## config.mk

```make
export PLATFORM = sky130hd
export DESIGN_NAME = eth_header_tx_arbiter
export DESIGN_NICKNAME = d
export VERILOG_FILES = /design/src/rtl/eth_header_tx_arbiter.sv
export SDC_FILE = /design/constraint.sdc
export NUM_CORES = 1
export LEC_CHECK = 0
export CAP_MARGIN = 0
export CORE_AREA = 2 2 162 164
export DETAILED_ROUTE_END_ITERATION = 12
export DIE_AREA = 0 0 164 166
export GPL_ROUTABILITY_DRIVEN = 0
export HOLD_SLACK_MARGIN = 0.05
export PLACE_DENSITY = 0.67
export SETUP_SLACK_MARGIN = 0.5
export SYNTH_ARGS = -nofsm -noshare
export SYNTH_HDL_FRONTEND = slang
export SYNTH_SLANG_ARGS = --single-unit
```

## constraint.sdc

```tcl
create_clock -name clk -period 6.25 [get_ports clk]
set_clock_uncertainty 0.05 [all_clocks]
set_input_delay 0.625 -clock clk [delete_from_list [all_inputs] [get_ports clk]]
set_output_delay 0.625 -clock clk [all_outputs]
set_load 0.05 [all_outputs]
```

## src/rtl/eth_header_tx_arbiter.sv

```systemverilog
// ---------------------------------------------------------------------------
// packet_defs: header types shared by requesters and the TX arbiter.
// ---------------------------------------------------------------------------
package packet_defs;

  // Compact 2-bit protocol code carried by each requester; 2'b11 is illegal.
  typedef enum logic [1:0] {
    ETH_IPV4 = 2'b00,
    ETH_ARP  = 2'b01,
    ETH_IPV6 = 2'b10,
    ETH_RSVD = 2'b11
  } ethertype_e;

  typedef struct packed {
    logic [47:0] dest;
    logic [47:0] src;
    ethertype_e  ethertype;
  } packet_header_t;

endpackage

// ---------------------------------------------------------------------------
// eth_header_tx_arbiter
//   Round-robin arbiter that accepts one requester header at a time and
//   serialises it as 14 bytes (dest MAC, source MAC, EtherType) on a
//   valid/ready byte stream toward the MAC transmit path.
//
// Ports
//   clk, rst         clock, synchronous active-high reset
//   req_valid[i]     requester i has a header pending
//   req_hdr[i]       header of requester i (stable until accepted)
//   req_ready[i]     one-hot acceptance strobe (combinational, IDLE only)
//   out_valid/data   header byte stream, out_first on byte 0,
//   out_first/last   out_last on byte 13
//   out_ready        downstream byte acceptance
//   grant_id         requester currently (or most recently) sent
//   busy             high while serialising
//   err_ethertype    one-cycle pulse after accepting an illegal EtherType
// ---------------------------------------------------------------------------
module eth_header_tx_arbiter #(
  parameter int N_REQ = 4
) (
  input  logic                                  clk,
  input  logic                                  rst,
  input  logic [N_REQ-1:0]                      req_valid,
  input  packet_defs::packet_header_t [N_REQ-1:0] req_hdr,
  output logic [N_REQ-1:0]                      req_ready,
  output logic                                  out_valid,
  output logic [7:0]                            out_data,
  output logic                                  out_first,
  output logic                                  out_last,
  input  logic                                  out_ready,
  output logic [$clog2(N_REQ)-1:0]              grant_id,
  output logic                                  busy,
  output logic                                  err_ethertype
);

  import packet_defs::*;

  localparam int GW = $clog2(N_REQ);
  localparam logic [3:0] LAST_IDX = 4'd13;

  typedef enum logic {
    IDLE = 1'b0,
    SEND = 1'b1
  } state_e;

  // Map the 2-bit protocol code to the on-wire EtherType value.
  function automatic logic [15:0] etype_map(input ethertype_e et);
    logic [15:0] v;
    case (et)
      ETH_IPV4: v = 16'h0800;
      ETH_ARP:  v = 16'h0806;
      ETH_IPV6: v = 16'h86DD;
      default:  v = 16'h0000;
    endcase
    return v;
  endfunction

  // Byte i of the flattened 112-bit header, byte 0 being the MSB.
  function automatic logic [7:0] hdr_byte(input logic [111:0] v, input logic [3:0] i);
    logic [7:0] b;
    b = 8'h00;
    for (int k = 0; k < 14; k++) begin
      if (i == 4'(k)) b = v[8*(13-k) +: 8];
    end
    return b;
  endfunction

  // Round-robin pick: first set bit above 'last', otherwise first set bit
  // at or below it (wrap-around).
  function automatic logic [GW-1:0] rr_pick(input logic [N_REQ-1:0] v, input logic [GW-1:0] last);
    logic          found;
    logic [GW-1:0] pick;
    found = 1'b0;
    pick  = '0;
    for (int i = 0; i < N_REQ; i++) begin
      if (!found && v[i] && (i > int'(last))) begin
        found = 1'b1;
        pick  = GW'(i);
      end
    end
    for (int i = 0; i < N_REQ; i++) begin
      if (!found && v[i] && (i <= int'(last))) begin
        found = 1'b1;
        pick  = GW'(i);
      end
    end
    return pick;
  endfunction

  // State
  state_e         state_q,     state_d;
  logic [3:0]     idx_q,       idx_d;
  logic [111:0]   hdr_q,       hdr_d;
  logic [GW-1:0]  grant_q,     grant_d;
  logic [GW-1:0]  last_q,      last_d;
  logic           busy_q,      busy_d;
  logic           err_q,       err_d;
  logic           out_valid_q, out_valid_d;
  logic [7:0]     out_data_q,  out_data_d;
  logic           out_first_q, out_first_d;
  logic           out_last_q,  out_last_d;

  // Arbitration
  logic           any_req;
  logic           accept;
  logic [GW-1:0]  win_idx;
  packet_header_t sel_hdr;
  logic [111:0]   sel_flat;

  always_comb begin
    any_req  = |req_valid;
    win_idx  = rr_pick(req_valid, last_q);
    sel_hdr  = req_hdr[win_idx];
    sel_flat = {sel_hdr.dest, sel_hdr.src, etype_map(sel_hdr.ethertype)};
    // Acceptance is only possible in IDLE and never while reset is held.
    accept    = (state_q == IDLE) && any_req && !rst;
    req_ready = accept ? (N_REQ'(1) << win_idx) : '0;
  end

  // Next-state logic
  // NOTE: every signal assigned in always_comb gets a default on entry;
  // a path that leaves one unassigned would infer a latch.
  always_comb begin
    state_d     = state_q;
    idx_d       = idx_q;
    hdr_d       = hdr_q;
    grant_d     = grant_q;
    last_d      = last_q;
    out_valid_d = out_valid_q;
    out_data_d  = out_data_q;
    out_first_d = out_first_q;
    out_last_d  = out_last_q;
    err_d       = 1'b0;

    case (state_q)
      IDLE: begin
        if (any_req) begin
          hdr_d       = sel_flat;
          idx_d       = 4'd0;
          grant_d     = win_idx;
          last_d      = win_idx;
          state_d     = SEND;
          out_valid_d = 1'b1;
          out_data_d  = sel_flat[111:104];
          out_first_d = 1'b1;
          out_last_d  = 1'b0;
          err_d       = (sel_hdr.ethertype == ETH_RSVD);
        end
      end
      SEND: begin
        // Without a handshake everything simply holds (backpressure).
        if (out_ready) begin
          if (idx_q == LAST_IDX) begin
            state_d     = IDLE;
            out_valid_d = 1'b0;
            out_data_d  = 8'h00;
            out_first_d = 1'b0;
            out_last_d  = 1'b0;
          end else begin
            idx_d       = idx_q + 4'd1;
            out_data_d  = hdr_byte(hdr_q, idx_d);
            out_first_d = 1'b0;
            out_last_d  = (idx_d == LAST_IDX);
          end
        end
      end
      default: state_d = IDLE;
    endcase

    busy_d = (state_d == SEND);
  end

  // NOTE: sequential state is updated only with non-blocking assignments so
  // every flop samples the pre-edge values regardless of statement order.
  always_ff @(posedge clk) begin
    if (rst) begin
      state_q     <= IDLE;
      idx_q       <= 4'd0;
      hdr_q       <= '0;
      grant_q     <= '0;
      last_q      <= GW'(N_REQ - 1);
      busy_q      <= 1'b0;
      err_q       <= 1'b0;
      out_valid_q <= 1'b0;
      out_data_q  <= 8'h00;
      out_first_q <= 1'b0;
      out_last_q  <= 1'b0;
    end else begin
      state_q     <= state_d;
      idx_q       <= idx_d;
      hdr_q       <= hdr_d;
      grant_q     <= grant_d;
      last_q      <= last_d;
      busy_q      <= busy_d;
      err_q       <= err_d;
      out_valid_q <= out_valid_d;
      out_data_q  <= out_data_d;
      out_first_q <= out_first_d;
      out_last_q  <= out_last_d;
    end
  end

  assign out_valid     = out_valid_q;
  assign out_data      = out_data_q;
  assign out_first     = out_first_q;
  assign out_last      = out_last_q;
  assign grant_id      = grant_q;
  assign busy          = busy_q;
  assign err_ethertype = err_q;

endmodule

```

==> reports/metrics.sh, run 1 <==
POST_SYNTH.CELL_AREA_AVG_UM2=8.044
CTS.HOLD.BUFFERS_ADDED=0
POSTCTSSETUPBUFFERS=0
SHARE_OF_SYNTHESIZED_FLIP_FLOPS_WITH_AN_ASYNCHRONOUS_SET_OR_RESET_PCT=0
ANT_NETS=0
GRT_SETUP_UNREPAIRED='false'
GLOBALROUTE.TOTALOVERFLOW=0
MAPPEDNETLISTAREA_MM2=0.008454
MIN-DELAY-PATH-CLASS='register to register'
SYNTH-ADDER-AREA-SHARE_PCT=1.332
FP.DIEW_UM=164
DP_CELLS=1696
FLOW.AREA_GROWTH_FROM_SYNTHESIS_PCT=56.65
MOST_USED_CELLS_IN_THE_LAYOUT_EXCLUDING_FILL_AND_TAP_CELLS='416 x sky130_fd_sc_hd__clkdlybuf4s50_1, 121 x sky130_fd_sc_hd__dfxtp_1, 118 x sky130_fd_sc_hd__a21oi_1'
SYNTH_TOP_FAMILY_BY_AREA='compound AO/OA/AOI/OAI gates'
SYNTH.FF_LATCH_COUNT=121
DP.FINAL_HPWL_UM=28430
MAX_CAPACITANCE_VIOLATION_COUNT=0
POWER.DENSITY_CELL_AREA_mW_PER_MM2=221.8
CLK_SINKS=121
MAX_SLEW_VIOLATION_COUNT=0
DRT_PASS1_ITERATIONS=6
MIN_PATH_CELLS=2
RR_WORST_DEPTH=8
SYN_NETS=1459
GRT_PASS1_VIAS=10108
N_ANTENNA_CELL=0
TIMING.RR.END='out_data[6]$_SDFFE_PP0P_'
IRDROPWORSTVDD_uV=152.8
FILL_CELL_COUNT=2427
HOLD_VIOL=0
SYNTH-SEQ-AREA-SHARE_PCT=28.65
MAX-SLEW-MARGIN-REL_PCT=21.69
POST_ROUTE_CELLS_DRIVE_ABOVE_1_SHARE_PCT=8.830
DRT_ITER0_DRC=734
CP-END-KIND='primary output'
SYNTH_CELLS=1051
SIMPLE_GATE_SHARE_OF_THE_SYNTHESIZED_AREA_PCT=12.51
CRITPATHKIND='primary input to primary output'
FINAL_MIN_PERIOD_OVER_CLOCK_PERIOD_PCT=64.54
CTS-RESIZED-GATES=0
DETAIL_ROUTE.WIRELENGTH_UM=37910
CHIPHEIGHT_UM=166
WORSTREG2REGSTART='idx_q[0]$_SDFFE_PP0P_'
WL_PER_CELL_UM=21.94
WORSTPATHMAXFANOUT=14
SYNTH_FF_TYPE='sky130_fd_sc_hd__dfxtp_1'
POSTPLACECELLAREA_MM2=0.01257
CLOCK_TREE.BUFFER_DEPTH=2
CELLLEAKAGEPOWER_nW=4.533
GRT_ANTENNA_BEFORE_REPAIR=0
REGTOREGSETUPSLACK_NS=2.71
TOTAL_VIA_COUNT_IN_THE_ROUTED_DESIGN=10235
CTS_TREE='built'
PLACEABLECOREAREA_MM2=0.02562
CTS_INSERTED_BUFFERS=17
CP.REQUIRED_NS=5.57
WORSTPATHARRIVAL_NS=3.36
SYNTH_CELL_TYPE_COUNT=76
CTS.HTREE.LEVELS=4
FINAL_COMMON_CELL='sky130_fd_sc_hd__clkdlybuf4s50_1'
IO_BUFFER_COUNT=417
CTS.REPORTEDPATHS.CLKPINSLEW_NS=0.06
HOLD_END='hdr_q[2]$_SDFFE_PP0P_'
FINAL_NET_COUNT=1788
FINAL_DESIGN_AREA_NO_FILL_MM2=0.01324
GRT_USE_TOTAL_PCT=26.91
SETUP_VIOL=0
CTS_ROOT_BUFFER='sky130_fd_sc_hd__clkbuf_16'
POST-ROUTE-MIN-PERIOD_NS=4.033
STANDARD_CELL_ROWS=59
VIAS_PER_CELL=5.923
DRC_ERRORS=0
POST_SYNTHESIS_COMPOUND_GATE_AREA_FRACTION_PCT=48.91
FMAX_MHz=247.9
HOLD_PATH.STARTPOINT='hdr_q[2]$_SDFFE_PP0P_'
SYNTH.MUX.AREA_FRACTION_PCT=0.2368
IO-PIN-COUNT=418
SYNTH_WARNINGS=0
SYNTHXORXNORAREAFRAC_PCT=0.1036
INSERTION_DELAY_NS=0.43
TIGHTESTPINTRANSITION_NS=1.175
CRITICAL_PATH.STARTPOINT_TYPE='primary input'
FINAL_CELLS=1728
FIN_TNS_SETUP_NS=0
RUN_STATUS='complete, no violations'
INITIAL_CORE_UTIL_PCT=33.00
NUMBER_OF_ENABLE_FLIP_FLOP_CELLS_AFTER_SYNTHESIS=0
GRT_MAX_DEGREE=90
GRT_PASS1_WL_UM=56990
DIEAREA_MM2=0.02722
==> state kept, by name (all words and copies together), names as in the netlist <==
| name | flops |
|---|---|
| err_ethertype | 1 |
| hdr_q | 100 |
| out_first | 1 |
| busy | 1 |
| idx_q | 4 |
| out_data | 8 |
| last_q | 2 |
| out_last | 1 |
| grant_id | 2 |
| out_valid | 1 |
==> layer usage <==
metal,track usage (%),wire length [µm],up-vias
met3,6.369,3250,76
li1,-,-,4816
met5,0,0,-
met1,34.52,15710,4807
met2,43.88,17700,536
met4,9.649,1243,0
==> critical path: stages <==
cell	delay, ns
sky130_fd_sc_hd__clkdlybuf4s50_1	0.72
sky130_fd_sc_hd__nor2_1	0.48
sky130_fd_sc_hd__a211o_1	0.36
sky130_fd_sc_hd__nand2_1	0.15
sky130_fd_sc_hd__nor3_1	0.19
sky130_fd_sc_hd__clkdlybuf4s50_1	0.83
==> through the flow <==
step	utilization, %	hold slack [ns]	total power, mW	worst slack [ns]
after floorplan	-	0.3867	1.396	3.018
after global placement	49.09	0.3945	1.818	2.175
after detailed placement	49.09	0.4007	1.826	2.021
after CTS	51.70	0.4092	2.955	2.266
after global routing	51.70	0.4323	3.074	2.114
final	51.70	0.4080	2.938	2.217
==> worst max-delay path by stage <==
| stage | from | end | slack [ns] |
|---|---|---|---|
| 6_report | req_valid[3] | req_ready[1] | 2.22 |
| 5_1_grt | req_valid[3] | req_ready[1] | 2.11 |
| 4_1_cts | req_valid[3] | req_ready[1] | 2.27 |
| 3_5_place_dp | req_valid[3] | out_data[4]$_SDFFE_PP0P_ | 2.02 |
| 3_3_place_gp | req_valid[3] | out_data[4]$_SDFFE_PP0P_ | 2.18 |
| 2_1_floorplan | req_valid[2] | req_ready[0] | 3.02 |
==> power breakdown <==
part | leakage, nW | switching (mW) | internal, mW | total (mW)
Clock | 0.316 | 0.390 | 0.733 | 1.12
Sequential | 1.00 | 0.0765 | 0.863 | 0.939
Combinational | 3.21 | 0.444 | 0.432 | 0.876
==> synth_stat cells, drive strengths merged, types with 2 or more instances <==
cell	count	share of area (%)
o32ai	2	0.21
a21oi	130	8.2
mux2i	2	0.24
nand2b	11	0.90
nand3b	4	0.36
clkbuf	61	2.7
a211oi	7	0.62
nand4	10	0.74
o211ai	2	0.18
o31ai	4	0.36
nor4	2	0.15
and3	8	0.65
o22ai	20	1.5
a32oi	4	0.41
or2	4	0.30
o21ai	111	6.6
o2111ai	2	0.21
o21a	5	0.44
nor3b	3	0.27
a311oi	2	0.21
a221oi	114	15
or3	2	0.15
or4	2	0.18
and2	6	0.47
a211o	3	0.31
a22o	2	0.21
a31o	3	0.31
a22oi	102	9.8
inv	30	1.3
a31oi	7	0.52
nor3	25	1.5
nand2	46	2.0
dfxtp	121	29
nand3	18	1.1
o211a	5	0.59
ha	9	1.3
nor2b	10	0.74
nor2	55	2.5
a41oi	2	0.21
o221ai	6	0.62
a2111oi	3	0.31
o311ai	2	0.41
buf	56	4.2
a21o	8	0.71
==> final cells by class <==
class | instances | area [µm²] | share of cell area [%]
inverters | 31 | 116.4 | 0.8786
repair buffers | 427 | 4244 | 32.05
multi-input cells | 782 | 5373 | 40.57
clock inverters | 13 | 216.5 | 1.634
clock buffers | 19 | 452.9 | 3.420
well taps | 335 | 419.2 | 3.165
flip-flops and latches | 121 | 2422 | 18.29
==> logic make-up after synthesis <==
kind of cell               Yosys count
adders and majority gates            9
AOI/OAI and AO/OA                  559
xor gates and xnor gates             1
buffers and inverters              148
DFF                                121
muxes                                2
and+or+nand+nor                    211
Power figures use the tool's default switching activity.
==> inputs of run 2 (changes only) <==
--- a/config.mk
+++ b/config.mk
@@ -6,12 +6,12 @@
 export NUM_CORES = 1
 export LEC_CHECK = 0
 export CAP_MARGIN = 0
-export CORE_AREA = 2 2 162 164
+export CORE_AREA = 2 2 164 166
 export DETAILED_ROUTE_END_ITERATION = 12
-export DIE_AREA = 0 0 164 166
+export DIE_AREA = 0 0 166 168
 export GPL_ROUTABILITY_DRIVEN = 0
 export HOLD_SLACK_MARGIN = 0.05
-export PLACE_DENSITY = 0.67
+export PLACE_DENSITY = 0.68
 export SETUP_SLACK_MARGIN = 0.5
 export SYNTH_ARGS = -nofsm -noshare
 export SYNTH_HDL_FRONTEND = slang
==> constraint.sdc (replaced) <==
create_clock -name clk -period 3.5 [get_ports clk]
set_clock_uncertainty 0.05 [all_clocks]
set_input_delay 0.35 -clock clk [delete_from_list [all_inputs] [get_ports clk]]
set_output_delay 0.35 -clock clk [all_outputs]
set_load 0.05 [all_outputs]
==> reports/metrics.sh, run 2 (synthesis gave the netlist of run 1 again) <==
INITIAL_CORE_UTIL_PCT=32.08
GLOBALROUTEMET2UTIL_PCT=44.60
POST-ROUTE-MIN-PERIOD_NS=2.766
CRIT_PATH_START='idx_q[0]$_SDFFE_PP0P_'
RR_WORST_DEPTH=9
CLOCK_TREE.BUFFER_DEPTH=2
HOLD_VIOL=0
LARGEST_REGISTER_FF_COUNT=100
GRT_PASS1_WL_UM=58670
N_ANTENNA_CELL=0
WL_PER_CELL_UM=22.48
CP.REQUIRED_NS=3.73
GRT_PASS1_VIAS=10069
CRITICAL_PATH.STARTPOINT_TYPE='register'
IRDROPWORSTVDD_uV=268.4
VIAS_PER_CELL=5.957
MOST_USED_CELLS_IN_THE_LAYOUT_EXCLUDING_FILL_AND_TAP_CELLS='412 x sky130_fd_sc_hd__clkdlybuf4s50_1, 119 x sky130_fd_sc_hd__dfxtp_1, 117 x sky130_fd_sc_hd__a21oi_1'
GRT_SETUP_UNREPAIRED='false'
CLK_SINKS=121
WORSTREG2REGSTART='idx_q[0]$_SDFFE_PP0P_'
GRT_USE_TOTAL_PCT=26.69
CTS_TREE='built'
RUN_STATUS='complete, no violations'
IO_BUFFER_COUNT=417
CTS.HTREE.LEVELS=4
WORSTPATHMAXFANOUT=14
SETUP_VIOL=0
MOST_HEAVILY_USED_METAL_LAYER_IN_GLOBAL_ROUTING='met2'
MAX_SLEW_VIOLATION_COUNT=0
INTPOWER_mW=3.492
FINAL_MIN_PERIOD_OVER_CLOCK_PERIOD_PCT=79.03
TIMING.RR.END='out_data[1]$_SDFFE_PP0P_'
FIN_TNS_SETUP_NS=0
TIMING.CRITICAL_PATH.TO='out_data[1]$_SDFFE_PP0P_'
FP.DIEW_UM=166
TIGHTESTPINTRANSITION_NS=1.223
GLOBALROUTE.TOTALOVERFLOW=0
CRITPATHKIND='register to register'
WORSTPATHARRIVAL_NS=2.99
GRT_UTIL_MET3_PCT=6.065
CTS_ROOT_BUFFER='sky130_fd_sc_hd__clkbuf_16'
REGTOREGSETUPSLACK_NS=0.73
MAX_CAPACITANCE_VIOLATION_COUNT=0
FMAX_MHz=361.5
GRT_ANTENNA_BEFORE_REPAIR=1
GRT_MAX_DEGREE=79
DETAIL_ROUTE.WIRELENGTH_UM=39380
INSERTION_DELAY_NS=0.42
POWER_FRAC_CLOCK_PCT=35.8
STANDARD_CELL_ROWS=60
DRC_ERRORS=0
PWR-SHARE-COMB_PCT=31.5
PLACEABLECOREAREA_MM2=0.02635
ANT_NETS=0
FLOW.AREA_GROWTH_FROM_SYNTHESIS_PCT=58.18
TOTAL_SWITCHING_POWER_mW=1.630
TOTALPOWERFINAL_mW=5.122
MIN-DELAY-PATH-CLASS='register to register'
SWITCHING_SHARE_PCT=31.82
DIEAREA_MM2=0.02789
IO-PIN-COUNT=418
DRT_PASS1_ITERATIONS=6
DRT_ITER0_DRC=1059
POST_ROUTE_CELLS_DRIVE_ABOVE_1_SHARE_PCT=10.42
CTS_INSERTED_BUFFERS=17
DP.FINAL_HPWL_UM=29740
REGMOSTFLOPS='hdr_q'
GRT_UTIL_MET1_PCT=34.08
CELLLEAKAGEPOWER_nW=4.620
POSTCTSSETUPBUFFERS=0
TOTAL_VIA_COUNT_IN_THE_ROUTED_DESIGN=10436
MAX-SLEW-MARGIN-REL_PCT=18.45
CHIPHEIGHT_UM=168
FINAL_COMMON_CELL='sky130_fd_sc_hd__clkdlybuf4s50_1'
FINAL_NET_COUNT=1806
CTS.REPORTEDPATHS.CLKPINSLEW_NS=0.06
POWER.SHARE.SEQUENTIAL_PCT=32.7
POWER.DENSITY_CELL_AREA_mW_PER_MM2=383.0
CP-END-KIND='register'
## run 2: repair_timing
item                       4_1_cts  5_1_grt
pin swaps                        0        0
gates resized for setup          1        3
setup endpoints to repair        1        3
hold buffers                     0        0
## run 2: power groups by stage
stage	Clock [mW]	Sequential (mW)	Combinational (mW)
final	1.83	1.68	1.61
after floorplan	0	1.69	0.802
after CTS	1.86	1.68	1.61
after detailed placement	0	1.70	1.60
after global routing	1.92	1.69	1.73
after global placement	0	1.71	1.60
## run 2: layer usage
layer  share of wire, %  vias up
li1                   -     4851
met1                 42     4927
met2                 47      585
met3                8.2       71
met4                2.6        2
met5              0.046        -
## run 2: how the worst min path moves through the flow
stage                                startpoint               endpoint  slack, ns  depth (start not counted)
after floorplan           hdr_q[1]$_SDFFE_PP0P_  hdr_q[1]$_SDFFE_PP0P_       0.39                          2
after global placement    hdr_q[2]$_SDFFE_PP0P_  hdr_q[2]$_SDFFE_PP0P_       0.40                          2
after detailed placement  hdr_q[1]$_SDFFE_PP0P_  hdr_q[1]$_SDFFE_PP0P_       0.40                          2
after CTS                 hdr_q[2]$_SDFFE_PP0P_  hdr_q[2]$_SDFFE_PP0P_       0.42                          2
after global routing      hdr_q[2]$_SDFFE_PP0P_  hdr_q[2]$_SDFFE_PP0P_       0.43                          2
final                     hdr_q[1]$_SDFFE_PP0P_  hdr_q[1]$_SDFFE_PP0P_       0.42                          2
## run 2: metrics by stage
| step | instances | hold slack (ns) | instance area [µm²] | setup slack [ns] | utilization, % |
|---|---|---|---|---|---|
| 6_report | 1752 | 0.4219 | 13370 | 0.7339 | 50.75 |
| 5_1_grt | 1752 | 0.4305 | 13370 | 0.5499 | 50.75 |
| 4_1_cts | 1752 | 0.4215 | 13370 | 0.5960 | 50.73 |
| 3_5_place_dp | 1720 | 0.4006 | 12760 | 0.4858 | 48.41 |
| 3_3_place_gp | 1720 | 0.3973 | 12760 | 0.5637 | 48.41 |
| 2_1_floorplan | 1051 | 0.3867 | 8454 | 0.8180 | - |
## run 2: layout make-up
type	count	area, µm²
Clock inverter	11	146.4
Sequential cell	121	2425
Tap cell	341	426.7
Multi-Input combinational cell	782	5379
Clock buffer	21	460.4
Timing Repair Buffer	445	4419
Inverter	31	116.4
Fill cell	2477	12980
## run 2: worst max-delay path: stages (launching register included)
cell and delay, ns:
sky130_fd_sc_hd__dfxtp_2 0.47, sky130_fd_sc_hd__ha_2 0.37, sky130_fd_sc_hd__buf_4 0.22, sky130_fd_sc_hd__nor2_1 0.05
sky130_fd_sc_hd__a21o_1 0.24, sky130_fd_sc_hd__a22oi_2 0.40, sky130_fd_sc_hd__buf_4 0.23, sky130_fd_sc_hd__o22ai_1 0.09
sky130_fd_sc_hd__a211oi_1 0.34, sky130_fd_sc_hd__o32ai_1 0.16
==> inputs of run 3 (changes only) <==
--- a/config.mk
+++ b/config.mk
@@ -6,12 +6,12 @@
 export NUM_CORES = 1
 export LEC_CHECK = 0
 export CAP_MARGIN = 0
-export CORE_AREA = 2 2 164 166
+export CORE_AREA = 2 2 162 164
 export DETAILED_ROUTE_END_ITERATION = 12
-export DIE_AREA = 0 0 166 168
+export DIE_AREA = 0 0 164 166
 export GPL_ROUTABILITY_DRIVEN = 0
 export HOLD_SLACK_MARGIN = 0.05
-export PLACE_DENSITY = 0.68
+export PLACE_DENSITY = 0.67
 export SETUP_SLACK_MARGIN = 0.5
 export SYNTH_ARGS = -nofsm -noshare
 export SYNTH_HDL_FRONTEND = slang
==> constraint.sdc (replaced) <==
create_clock -name clk -period 2.6 [get_ports clk]
set_clock_uncertainty 0.05 [all_clocks]
set_input_delay 0.26 -clock clk [delete_from_list [all_inputs] [get_ports clk]]
set_output_delay 0.26 -clock clk [all_outputs]
set_load 0.05 [all_outputs]
==> reports/metrics.sh, run 3 (synthesis gave the netlist of run 1 again) <==
REGMOSTFLOPS='hdr_q'
HOLD_VIOL=0
FF_LATCH_AREA_MM2=0.002444
REGTOREGSETUPSLACK_NS=0.30
MAX-SLEW-MARGIN-REL_PCT=55.63
DP.FINAL_HPWL_UM=30080
LARGEST_REGISTER_FF_COUNT=100
CLOCK_TREE.BUFFER_DEPTH=2
CELLLEAKAGEPOWER_nW=5.286
CTS_ROOT_BUFFER='sky130_fd_sc_hd__clkbuf_16'
CTS_TREE='built'
CTS.HTREE.LEVELS=4
POWER.DENSITY_CELL_AREA_mW_PER_MM2=465.3
CLK_SINKS=121
CTS.REPORTEDPATHS.CLKPINSLEW_NS=0.06
SETUP_VIOL=0
FLOW.AREA_GROWTH_FROM_SYNTHESIS_PCT=76.72
GRT_SETUP_UNREPAIRED='true'
CP-END-KIND='register'
IRDROPWORSTVDD_uV=355.9
FINAL_COMMON_CELL='sky130_fd_sc_hd__clkdlybuf4s50_1'
DRT_ITER0_DRC=1145
RUN_STATUS='complete, no violations'
GRT_PASS1_VIAS=10422
FINAL_NET_COUNT=1891
FP.DIEW_UM=164
CP.REQUIRED_NS=2.83
DRC_ERRORS=0
GRT_MAX_DEGREE=71
POST-ROUTE-MIN-PERIOD_NS=2.300
INSERTION_DELAY_NS=0.42
MULTI_INPUT_AREA_MM2=0.005982
WORSTPATHMAXFANOUT=13
FINAL_MIN_PERIOD_OVER_CLOCK_PERIOD_PCT=88.47
CTS_INSERTED_BUFFERS=17
WL_PER_CELL_UM=22.31
MAX_CAPACITANCE_VIOLATION_COUNT=0
GRT_ANTENNA_BEFORE_REPAIR=1
PLACEABLECOREAREA_MM2=0.02562
INITIAL_CORE_UTIL_PCT=33.00
TOTALPOWERFINAL_mW=6.951
WORSTPATHARRIVAL_NS=2.54
DRT_PASS1_ITERATIONS=6
STANDARD_CELL_ROWS=59
DIEAREA_MM2=0.02722
TOTAL_VIA_COUNT_IN_THE_ROUTED_DESIGN=10868
DP_CELLS=1745
GRT_PASS1_WL_UM=58490
MAX_SLEW_VIOLATION_COUNT=0
TIGHTESTPINTRANSITION_NS=0.6645
MOST_USED_CELLS_IN_THE_LAYOUT_EXCLUDING_FILL_AND_TAP_CELLS='408 x sky130_fd_sc_hd__clkdlybuf4s50_1, 114 x sky130_fd_sc_hd__dfxtp_1, 106 x sky130_fd_sc_hd__a21oi_1'
FILL_CELL_COUNT=2262
MIN-DELAY-PATH-CLASS='primary input to register'
FMAX_MHz=434.8
IO_BUFFER_COUNT=417
CRITICAL_PATH.STARTPOINT_TYPE='register'
IO-PIN-COUNT=418
GLOBALROUTE.TOTALOVERFLOW=0
GRT_USE_TOTAL_PCT=27.56
ANT_NETS=0
CRITPATHKIND='register to register'
CHIPHEIGHT_UM=166
POST_ROUTE_CELLS_DRIVE_ABOVE_1_SHARE_PCT=22.33
FINAL_CELLS=1832
DETAIL_ROUTE.WIRELENGTH_UM=40860
VIAS_PER_CELL=5.932
==> run 3: cell count changes in the layout (fill, tap and decap cells not counted), sizes merged <==
cell and delta:
dlygate4sd2 +4, buf +81, clkinv +1, clkdlybuf4s50 -4
clkbuf -1, bufbuf +2, clkinvlp +4, diode +1
bufinv -2
==> run 3: final timing paths <==
| path | start | end | cells after the start |
|---|---|---|---|
| max | idx_q[0]$_SDFFE_PP0P_ | out_data[1]$_SDFFE_PP0P_ | 10 |
| min | rst | grant_id[1]$_SDFFE_PP0P_ | 3 |
| max reg2reg | idx_q[0]$_SDFFE_PP0P_ | out_data[1]$_SDFFE_PP0P_ | 10 |
| min reg2reg | out_first$_SDFFE_PP0P_ | out_first$_SDFFE_PP0P_ | 1 |
==> run 3: cell type report <==
type,count,area share [%]
diodes,1,0.01675
clock buffers,18,2.939
clock inverters,14,0.8291
inverters,31,0.8709
multi-input cells,782,40.04
flip-flops and latches,121,16.36
well taps,335,2.805
repair buffers,530,36.14
==> run 3: metal layers <==
layer	global-route usage, %	part of all wire, %
met1	35.03	41
met3	5.844	9.2
met5	0	0
met4	8.085	2.9
met2	46.68	47
==> run 3: timing repair <==
item,4_1_cts,5_1_grt
pin swaps,21,40
gates resized for setup,74,105
cloned,3,2
endpoints found under the setup margin,52,43
hold buffers,0,0
setup buffers,30,19
==> run 3: report_power, final <==
group	switching (mW)	internal (mW)
combinational	1.18	1.24
clock	0.923	1.34
sequential	0.191	2.07
==> run 3: worst max-delay path, cell delays in order (launching register included) <==
cell	delay, ns
sky130_fd_sc_hd__dfxtp_4	0.38
sky130_fd_sc_hd__buf_6	0.13
sky130_fd_sc_hd__ha_4	0.19
sky130_fd_sc_hd__buf_12	0.13
sky130_fd_sc_hd__buf_12	0.13
sky130_fd_sc_hd__a21oi_2	0.14
sky130_fd_sc_hd__o21ai_0	0.15
sky130_fd_sc_hd__a22oi_1	0.23
sky130_fd_sc_hd__o22ai_2	0.12
sky130_fd_sc_hd__a211oi_4	0.37
sky130_fd_sc_hd__o32ai_1	0.13
==> run 3: stage by stage <==
step                      setup TNS, ns  hold slack [ns]  setup WS (ns)  utilization [%]  area [µm²]
after global routing                  0           0.2813         0.2783            58.33       14940
after global placement         -0.03368           0.4011       -0.03368            51.33       13150
final                                 0           0.2857         0.2998            58.33       14940
after detailed placement        -0.1188           0.4104        -0.1188            51.33       13150
after CTS                             0           0.2657         0.4321            55.77       14290
after floorplan                       0           0.3800         0.4012                -        8491
